### config.mk
export PLATFORM = sky130hd
export DESIGN_NAME = tm1638_key_reader
export DESIGN_NICKNAME = d
export VERILOG_FILES = /design/src/rtl/tm1638_pkg.sv /design/src/rtl/tm1638_bit_timer.sv /design/src/rtl/tm1638_key_reader.sv
export SDC_FILE = /design/constraint.sdc
export NUM_CORES = 1
export LEC_CHECK = 0
export ABC_CLOCK_PERIOD_IN_PS = 5720
export CORE_MARGIN = 2
export CORE_UTILIZATION = 31
export CTS_BUF_LIST = sky130_fd_sc_hd__clkbuf_4 sky130_fd_sc_hd__clkbuf_8
export CTS_CLUSTER_DIAMETER = 30
export DETAILED_ROUTE_END_ITERATION = 8
export PLACE_DENSITY_LB_ADDON = 0.08
export SLEW_MARGIN = 20
export SYNTH_ARGS = -nofsm -noshare
export SYNTH_HDL_FRONTEND = slang
export SYNTH_SLANG_ARGS = --single-unit
### constraint.sdc
create_clock -name CLK -period 5.72 [get_ports CLK]
set_clock_uncertainty 0.2 [all_clocks]
set_input_delay 1.144 -clock CLK [delete_from_list [all_inputs] [get_ports CLK]]
set_output_delay 1.144 -clock CLK [all_outputs]
set_load 0.02 [all_outputs]
### src/rtl/tm1638_pkg.sv
// tm1638_pkg: TM1638 command bytes, FSM state encoding and key decode.
// Shared by the key reader and the LED/display writer.
package tm1638_pkg;
  localparam logic [7:0] CMD_READ_KEYS   = 8'h42;
  localparam logic [7:0] CMD_WRITE_AUTO  = 8'h40;
  localparam logic [7:0] CMD_WRITE_FIXED = 8'h44;
  localparam logic [7:0] CMD_DISP_ON     = 8'h88;
  typedef enum logic [2:0] {IDLE, CMD, WAIT, READ, DONE} state_t;
  // LED&KEY wiring: S1-S4 are bit0 of bytes 0-3, S5-S8 are bit4 of bytes 0-3
  function automatic logic [7:0] decode_keys(input logic [31:0] raw);
    logic [7:0] k;
    k = '0;
    for (int i = 0; i < 4; i++) begin
      k[i]   = raw[8*i];
      k[i+4] = raw[8*i+4];
    end
    return k;
  endfunction
endpackage

### src/rtl/tm1638_bit_timer.sv
// tm1638_bit_timer: CLK_DIV half-period counter; a bit is a low phase then a high phase.
module tm1638_bit_timer #(
  parameter int CLK_DIV = 50
) (
  input  logic CLK,
  input  logic rs,
  input  logic run,
  output logic high,
  output logic phase_start_low,
  output logic phase_start_high,
  output logic sample
);
  localparam int CW = $clog2(CLK_DIV);
  logic [CW-1:0] cnt;
  always_ff @(posedge CLK) begin
    if (!rs || !run) begin
      cnt  <= '0;
      high <= 1'b0;
    end else if (cnt == CW'(CLK_DIV - 1)) begin
      cnt  <= '0;
      high <= !high;
    end else begin
      cnt <= cnt + 1'b1;
    end
  end
  assign phase_start_low  = run && !high && cnt == '0;
  assign phase_start_high = run && high && cnt == '0;
  assign sample           = run && high && cnt == CW'(CLK_DIV - 1);
endmodule

### src/rtl/tm1638_key_reader.sv
// tm1638_key_reader: reads the 8 LED&KEY keys via the 0x42 key-scan command.
// Optional TM1638_AUTOSCAN_EN: internal start every SCAN_PERIOD cycles, start port ignored.
module tm1638_key_reader
  import tm1638_pkg::*;
#(
  parameter int CLK_DIV     = 50,
  parameter int WAIT_CYC    = 100,
  parameter int SCAN_PERIOD = 500000
) (
  input  logic        CLK,
  input  logic        rs,
  input  logic        start,
  output logic        busy,
  output logic        tm_stb,
  output logic        tm_clk,
  output logic        tm_dio_out,
  output logic        tm_dio_oe,
  input  logic        tm_dio_in,
  output logic [31:0] raw_scan,
  output logic [7:0]  keys,
  output logic        key_valid
);
  localparam int BW   = $clog2(33);
  localparam int CMAX = WAIT_CYC > CLK_DIV ? WAIT_CYC : CLK_DIV;
  localparam int CYW  = $clog2(CMAX);
  state_t state, next;
  logic [BW-1:0] bit_cnt;
  logic [CYW-1:0] cyc;
  logic [31:0] sr;
  logic dio_q, run, high, phase_start_low, phase_start_high, sample, go;
  assign run = state == CMD || state == READ;
  tm1638_bit_timer #(.CLK_DIV(CLK_DIV)) u_timer (
    .CLK(CLK),
    .rs(rs),
    .run(run),
    .high(high),
    .phase_start_low(phase_start_low),
    .phase_start_high(phase_start_high),
    .sample(sample)
  );
`ifdef TM1638_AUTOSCAN_EN
  localparam int SW = $clog2(SCAN_PERIOD);
  logic [SW-1:0] scan_cnt;
  logic tick;
  assign tick = scan_cnt == SW'(SCAN_PERIOD - 1);
  // ticks landing outside IDLE are simply lost; the period never shifts
  always_ff @(posedge CLK) begin
    if (!rs) scan_cnt <= '0;
    else scan_cnt <= tick ? '0 : scan_cnt + 1'b1;
  end
  assign go = tick;
`else
  assign go = start;
`endif
  always_ff @(posedge CLK) begin
    if (!rs) state <= IDLE;
    else state <= next;
  end
  always_comb begin
    next = state;
    case (state)
      IDLE:    if (go) next = CMD;
      CMD:     if (sample && bit_cnt == BW'(8)) next = WAIT;
      WAIT:    if (cyc == CYW'(WAIT_CYC - 1)) next = READ;
      READ:    if (sample && bit_cnt == BW'(32)) next = DONE;
      DONE:    if (cyc == CYW'(CLK_DIV - 1)) next = IDLE;
      default: next = IDLE;
    endcase
  end
  // bit_cnt advances at each high-phase start, so it equals the bit index during the low phase
  always_ff @(posedge CLK) begin
    if (!rs) begin
      bit_cnt   <= '0;
      cyc       <= '0;
      sr        <= '0;
      dio_q     <= 1'b1;
      raw_scan  <= '0;
      keys      <= '0;
      key_valid <= 1'b0;
    end else begin
      bit_cnt   <= next != state ? '0 : bit_cnt + BW'(phase_start_high);
      cyc       <= (next == state && (state == WAIT || state == DONE)) ? cyc + 1'b1 : '0;
      dio_q     <= tm_dio_out;
      key_valid <= state == READ && next == DONE;
      if (state == READ && sample) sr <= {tm_dio_in, sr[31:1]};
      if (state == READ && next == DONE) begin
        raw_scan <= {tm_dio_in, sr[31:1]};
        keys     <= decode_keys({tm_dio_in, sr[31:1]});
      end
    end
  end
  always_comb begin
    busy       = state != IDLE;
    tm_stb     = !(state == CMD || state == WAIT || state == READ);
    tm_clk     = run ? high : 1'b1;
    tm_dio_oe  = state == CMD;
    tm_dio_out = state != CMD ? 1'b1 : phase_start_low ? CMD_READ_KEYS[bit_cnt[2:0]] : dio_q;
  end
endmodule

==> Yosys cells after proc, flatten, opt, wreduce, memory -nomap -nowiden <==
Memories as Yosys holds them, arrays and structs flattened. A register that Yosys moved wholly into a read port is not among the register bits.
Index checks and enable logic that the tools add are counted.
{ "classes": {"n_lt_le_gt_ge": 1, "eq_ne": 13, "bitwise_logic": 1, "addsub": 3, "reduce_logical": 25, "n_mux": 11} }
{ "op_table": {"columns": ["operator", "count"], "rows": [
  ["two-way mux 3 bit", 6],
  ["one-hot mux 3 bit (5 select lines)", 1],
  ["equality test 6 bit (second input constant)", 2],
  ["logical AND 1 bit", 10],
  ["adder 7 x 1 -> 7 bit (second input constant)", 1],
  ["equality test 7 x 6 -> 1 bit (second input constant)", 1],
  ["equality test 7 bit (second input constant)", 1],
  ["adder 6 x 1 -> 6 bit", 1],
  ["adder 6 x 1 -> 6 bit (second input constant)", 1],
  ["equality test 3 x 2 -> 1 bit (second input constant)", 2],
  ["equality test 3 bit (second input constant)", 2],
  ["equality test 6 x 4 -> 1 bit (second input constant)", 1],
  ["zero test 6 bit", 1],
  ["logical OR 1 bit", 5],
  ["zero test 1 bit", 4],
  ["< comparator 3 x 4 -> 1 bit (second input constant)", 1],
  ["two-way mux 1 bit", 4],
  ["OR reduction 2 bit", 2],
  ["equality test 3 x 1 -> 1 bit (second input constant)", 1],
  ["equality test 3 bit", 1],
  ["zero test 3 bit", 1],
  ["!= test 3 x 1 -> 1 bit (second input constant)", 1],
  ["!= test 3 bit", 1],
  ["nonzero test 3 bit", 1],
  ["other kinds (2)", 2]
]} }
{ "word_totals": {"elab_cells": 65, "rom_bits": 8, "input_bits": 4, "output_inout_bits": 46, "n_memories": 1, "regBits": 97} }
{ "memory_table": {"columns": ["memory", "words", "word_bits", "rd", "rd_ports_with_merged_regs", "write_ports", "line", "rtl"], "rows": [
  ["(name not given)", 8, 1, 1, 1, 0, "tm1638_key_reader.sv:97", "tm_dio_out = state != CMD ? 1'b1 : phase_start_low ? CMD_READ_KEYS[bit_cnt[2:0]] : dio_q;"]
]} }

==> Longest topological paths before layout <==
{ "logic_depth": {"depth_word": 10, "depth_mapped": 10, "mapped_depth_nobuf": 10} }

==> Modules after synthesis <==
From an unflattened synthesis, not the netlist that was laid out.
{ "unflattened": {"hier_cells": 398, "hier_area_um2": 3646.0} }
{ "by_module_without_submodules": {"columns": ["module", "area_per_inst_um2", "seq_area_each_um2", "cells_per_inst", "instances"], "rows": [
  ["tm1638_key_reader", 3300.7, 1641.6, 357, 1],
  ["tm1638_bit_timer", 345.3, 140.1, 41, 1]
]} }

==> Worst setup path before layout <==
No wires, ideal clock.
{ "synth_path": {"path_type": "register to output", "startpoint": "register state[0]", "endpoint": "output tm_dio_out", "arrival_ns": 1.398, "slack_ns": 2.978, "required_ns": 4.376, "stages_incl_launch_ff": 4, "n_path_buf": 0, "path_cell_list": "dfxtp_1 -> inv_1 -> nor3_1 -> nand2_1"} }
{ "synth_between": {"elab_chain_cells": 6, "word_cells_on_any_way": 8, "classes_between": "3 x eq/ne; 2 x mux; 3 x reduce/logical"} }
{ "synth_rtl": {"columns": ["item", "line", "rtl"], "rows": [
  ["from (decl)", "tm1638_key_reader.sv:26", "state_t state, next;"],
  ["from (signal assigned)", "tm1638_key_reader.sv:57", "else state <= next;"],
  ["equality test 3 x 1 -> 1 bit", null, null],
  ["named net tm_dio_oe", "tm1638_key_reader.sv:17", "output logic tm_dio_oe,"],
  ["logical OR 1 bit", "tm1638_key_reader.sv:31", "assign run = state == CMD || state == READ;"],
  ["logical AND 1 bit (2 in series)", "tm1638_bit_timer.sv:26", "assign phase_start_low = run && !high && cnt == '0;"],
  ["two-way mux 1 bit (2 in series)", "tm1638_key_reader.sv:97", null],
  ["to (decl)", "tm1638_key_reader.sv:16", "output logic tm_dio_out,"]
]} }
The timed path passes the listed nets, and every way through them passes these cells.

==> Worst setup path in the final report <==
{ "layout_path": {"startpoint": "register u_timer.cnt[2]", "endpoint": "output tm_dio_out"} }
{ "layout_between": {"elab_chain_cells": 4} }
{ "layout_rtl": {"columns": ["item", "line", "rtl"], "rows": [
  ["from (decl)", "tm1638_bit_timer.sv:14", "logic [CW-1:0] cnt;"],
  ["from (signal assigned)", "tm1638_bit_timer.sv:23", "cnt <= cnt + 1'b1;"],
  ["zero test 6 bit", "tm1638_bit_timer.sv:26", null],
  ["logical AND 1 bit", "tm1638_bit_timer.sv:26", null],
  ["two-way mux 1 bit (2 in series)", "tm1638_key_reader.sv:97", null]
]} }
Every way passes these cells.

==> flow_summary_export.csv <==
group,metric,value,unit
final_layout,layout-drive-gt1-share,5.15,%
power_and_ir_drop,p_leak,1.52,nW
clock_tree,cts_hold_buf,0,
yosys,ys_ff_latch,89,
routing,wl_per_cell,12.2,um
power_and_ir_drop,switching_share,22.0,%
power_and_ir_drop,internal-power,0.876,mW
routing,drt_pass1_iterations,6,
floorplanning,dieArea,12800,um2
placed_design,place_hpwl,4670,um
sta,slew_violations,0,
routing,final_antenna_net_count,0,
clock_tree,clkSinkCount,89,
sta,period_share,59.6,%
yosys,synth_cell_types,39,
floorplanning,coreArea,11500,um2
yosys,synth_flop_cell,"dfxtp_1",
status,status,"finished, violations left",
power_and_ir_drop,pwr-share-comb,3.9,%
final_layout,fillCellCount,1213,
clock_tree,cts_buffers,9,
floorplanning,die_w,113,um
placed_design,placed_cell_area,4210,um2
placed_design,place_congestion,0.746,
clock_tree,cts_setup_buffers,0,
worst_setup_path,timing_worst_setup_path_type,"flop to primary output",
placed_design,io_buffer_count,49,
clock_tree,htree_levels,3,
routing,vias,2837,
floorplanning,io_pins,50,
yosys,syn-cell-area,3700,um2
sta,setup-tns-final,0,ns
worst_setup_path,crit_path_start_kind,"flop",
power_and_ir_drop,ir_worst_vdd,0.115,mV
final_layout,num_antenna_cells,0,
power_and_ir_drop,p_switching,0.248,mW
final_layout,final_nets,473,
global_route,antenna_found_initial,0,
yosys,synthesis.nets,440,
clock_tree,clock_path_buffers,2,
yosys,synth_edf_count,0,
routing,drt-initial-drc-count,150,
job,cap_violations,0,
floorplanning,start_util,32.1,%
yosys,synth_warnings,0,
clock_tree,clk_latency,0.36,ns
routing,wirelength,7460,um
sta,fmax,293,MHz
global_route,grt_pass1_vias,2669,
sta,setup_violations,0,
final_layout,mostFrequentLayoutCells,"nand2_1, dfxtp_1, a21boi_1",
floorplanning,rows,39,
sta,slew_headroom,60.6,%
yosys,synthArstFlopShare,0,%
power_and_ir_drop,p_seq_share,55.7,%
power_and_ir_drop,power_density,255,nW/um2
global_route,grt_max_degree,71,
worst_setup_path,crit_arrival,2.07,ns
sta,worstMarginPinSlew,0.590,ns
routing,drc,5,
sta,finalHoldViolations,0,
clock_tree,cts_resized,0,
yosys,ys_seq_area_share,48.2,%
clock_tree,clock-root-buffer,"clkbuf_8",
worst_setup_path,cpPeakStageDelay,0.55,ns
clock_tree,cts_tree,"yes",
worst_hold_path,min_path_type,"flop to flop",
final_layout,final_common_cell,"nand2_1",
final_layout,syn2layout_area_growth,19.3,%
routing,vias_per_cell,4.66,
final_layout,postLayoutCellArea,4410,um2
worst_setup_path,slowest_stage,"clkdlybuf4s50_1",
worst_setup_path,endpoint_kind,"primary output",
power_and_ir_drop,clkPwrFrac,40.4,%
floorplanning,fp.dieH,113,um
worst_setup_path,path_cells,"nor2_1, nand4b_1, mux2i_1, nand2_1, clkdlybuf4s50_1",
worst_setup_path,worstPathMaxFanout,6,
sta,fin_crit,3.41,ns
global_route,gr-usage-all-layers,12.5,%
global_route,grt_pass1_wl,12700,um
sta,rsz0062_at_grt,"false",
status,violations,"DRC",
worst_setup_path,cp.required,4.38,ns
global_route,grt-ovfl-total,0,
clock_tree,cts.clk_slew.worst_paths,0.08,ns
sta,whs,0.252,ns
yosys,avgSynthCellArea,8.62,um2
yosys,syn_inst,429,
## sequential cells by signal, summed over array words and instances, names as in the netlist, named ones only
name          count
u_timer.high      1
u_timer.cnt       6
bit_cnt           6
sr               31
dio_q             1
raw_scan         32
cyc               7
state             3
key_valid         1
## final timing paths
check                       from            to  slack [ns]  depth (start not counted)
setup / recovery  u_timer.cnt[2]    tm_dio_out        2.31                          5
hold / removal      raw_scan[13]  raw_scan[13]        0.25                          2
setup reg to reg        state[0]          flop        3.48                         10
hold reg to reg     raw_scan[13]  raw_scan[13]        0.25                          2
## per-layer routing
layer  share of wire [%]  routed length [um]  global-route usage [%]  vias to the layer above
li1                    -                   -                       -                     1466
met1                  49                3640                    15.5                     1322
met2                  46                3410                    19.8                       43
met3                 4.1                 308                    4.77                        6
met4                 1.4                 104                    4.39                        0
met5                   0                   0                       0                        -
## power groups by stage
stage          combinational (mW)  sequential [mW]  clock [mW]
5_1_grt                    0.0489            0.627       0.499
2_1_floorplan              0.0314            0.638           0
4_1_cts                    0.0459            0.626       0.475
3_3_place_gp               0.0454            0.640           0
6_report                   0.0443            0.626       0.454
3_5_place_dp               0.0455            0.641           0
## through the flow
step	total power, mW	setup slack [ns]	instances	utilization [%]
after floorplan	0.670	2.98	429	-
after global placement	0.686	2.64	594	36.5
after detailed placement	0.686	2.60	594	36.5
after CTS	1.15	2.27	609	38.3
after global routing	1.17	2.17	609	38.3
final	1.12	2.31	609	38.3
## worst max-delay path, delay by kind of cell, from the launching register on
kind | cells | cell delay, ns
buffers and inverters | 1 | 0.55
and+or+nand+nor | 3 | 0.55
DFF | 1 | 0.37
muxes | 1 | 0.24
## area by class of cell
class                   count  area [um2]  area share, %
multi-input cells         303        1710           38.7
well taps                 143         179           4.05
inverters                   6        22.5          0.510
clock buffers              13         166           3.77
repair buffers             53         518           11.7
flip-flops and latches     89        1780           40.4
clock inverters             2        37.5          0.850
## Yosys cell counts, types with 3 or more instances
library cell | n | area share, %
a21boi_0 | 3 | 0.61
a21boi_1 | 60 | 12
and3_1 | 5 | 0.85
buf_4 | 12 | 2.4
buf_6 | 3 | 0.91
clkbuf_1 | 14 | 1.4
dfxtp_1 | 89 | 48
ha_1 | 7 | 2.4
inv_1 | 6 | 0.61
mux2i_1 | 4 | 1.1
nand2_1 | 138 | 14
nand2b_1 | 3 | 0.51
nand3_1 | 10 | 1.4
nand4_1 | 3 | 0.51
nor2_1 | 27 | 2.7
nor2b_1 | 3 | 0.51
xnor2_1 | 9 | 2.1
xor2_1 | 6 | 1.4
## cells by family after synthesis
family / share of synthesized area [%]
AO/OA/AOI/OAI: 14.9
XOR/XNOR: 3.55
adder cells (fa/ha/maj): 2.37
buffers and inverters: 5.65
flip-flops: 48.2
multiplexers: 1.08
AND/OR/NAND/NOR: 24.3
(Power assumes the default switching activity.)
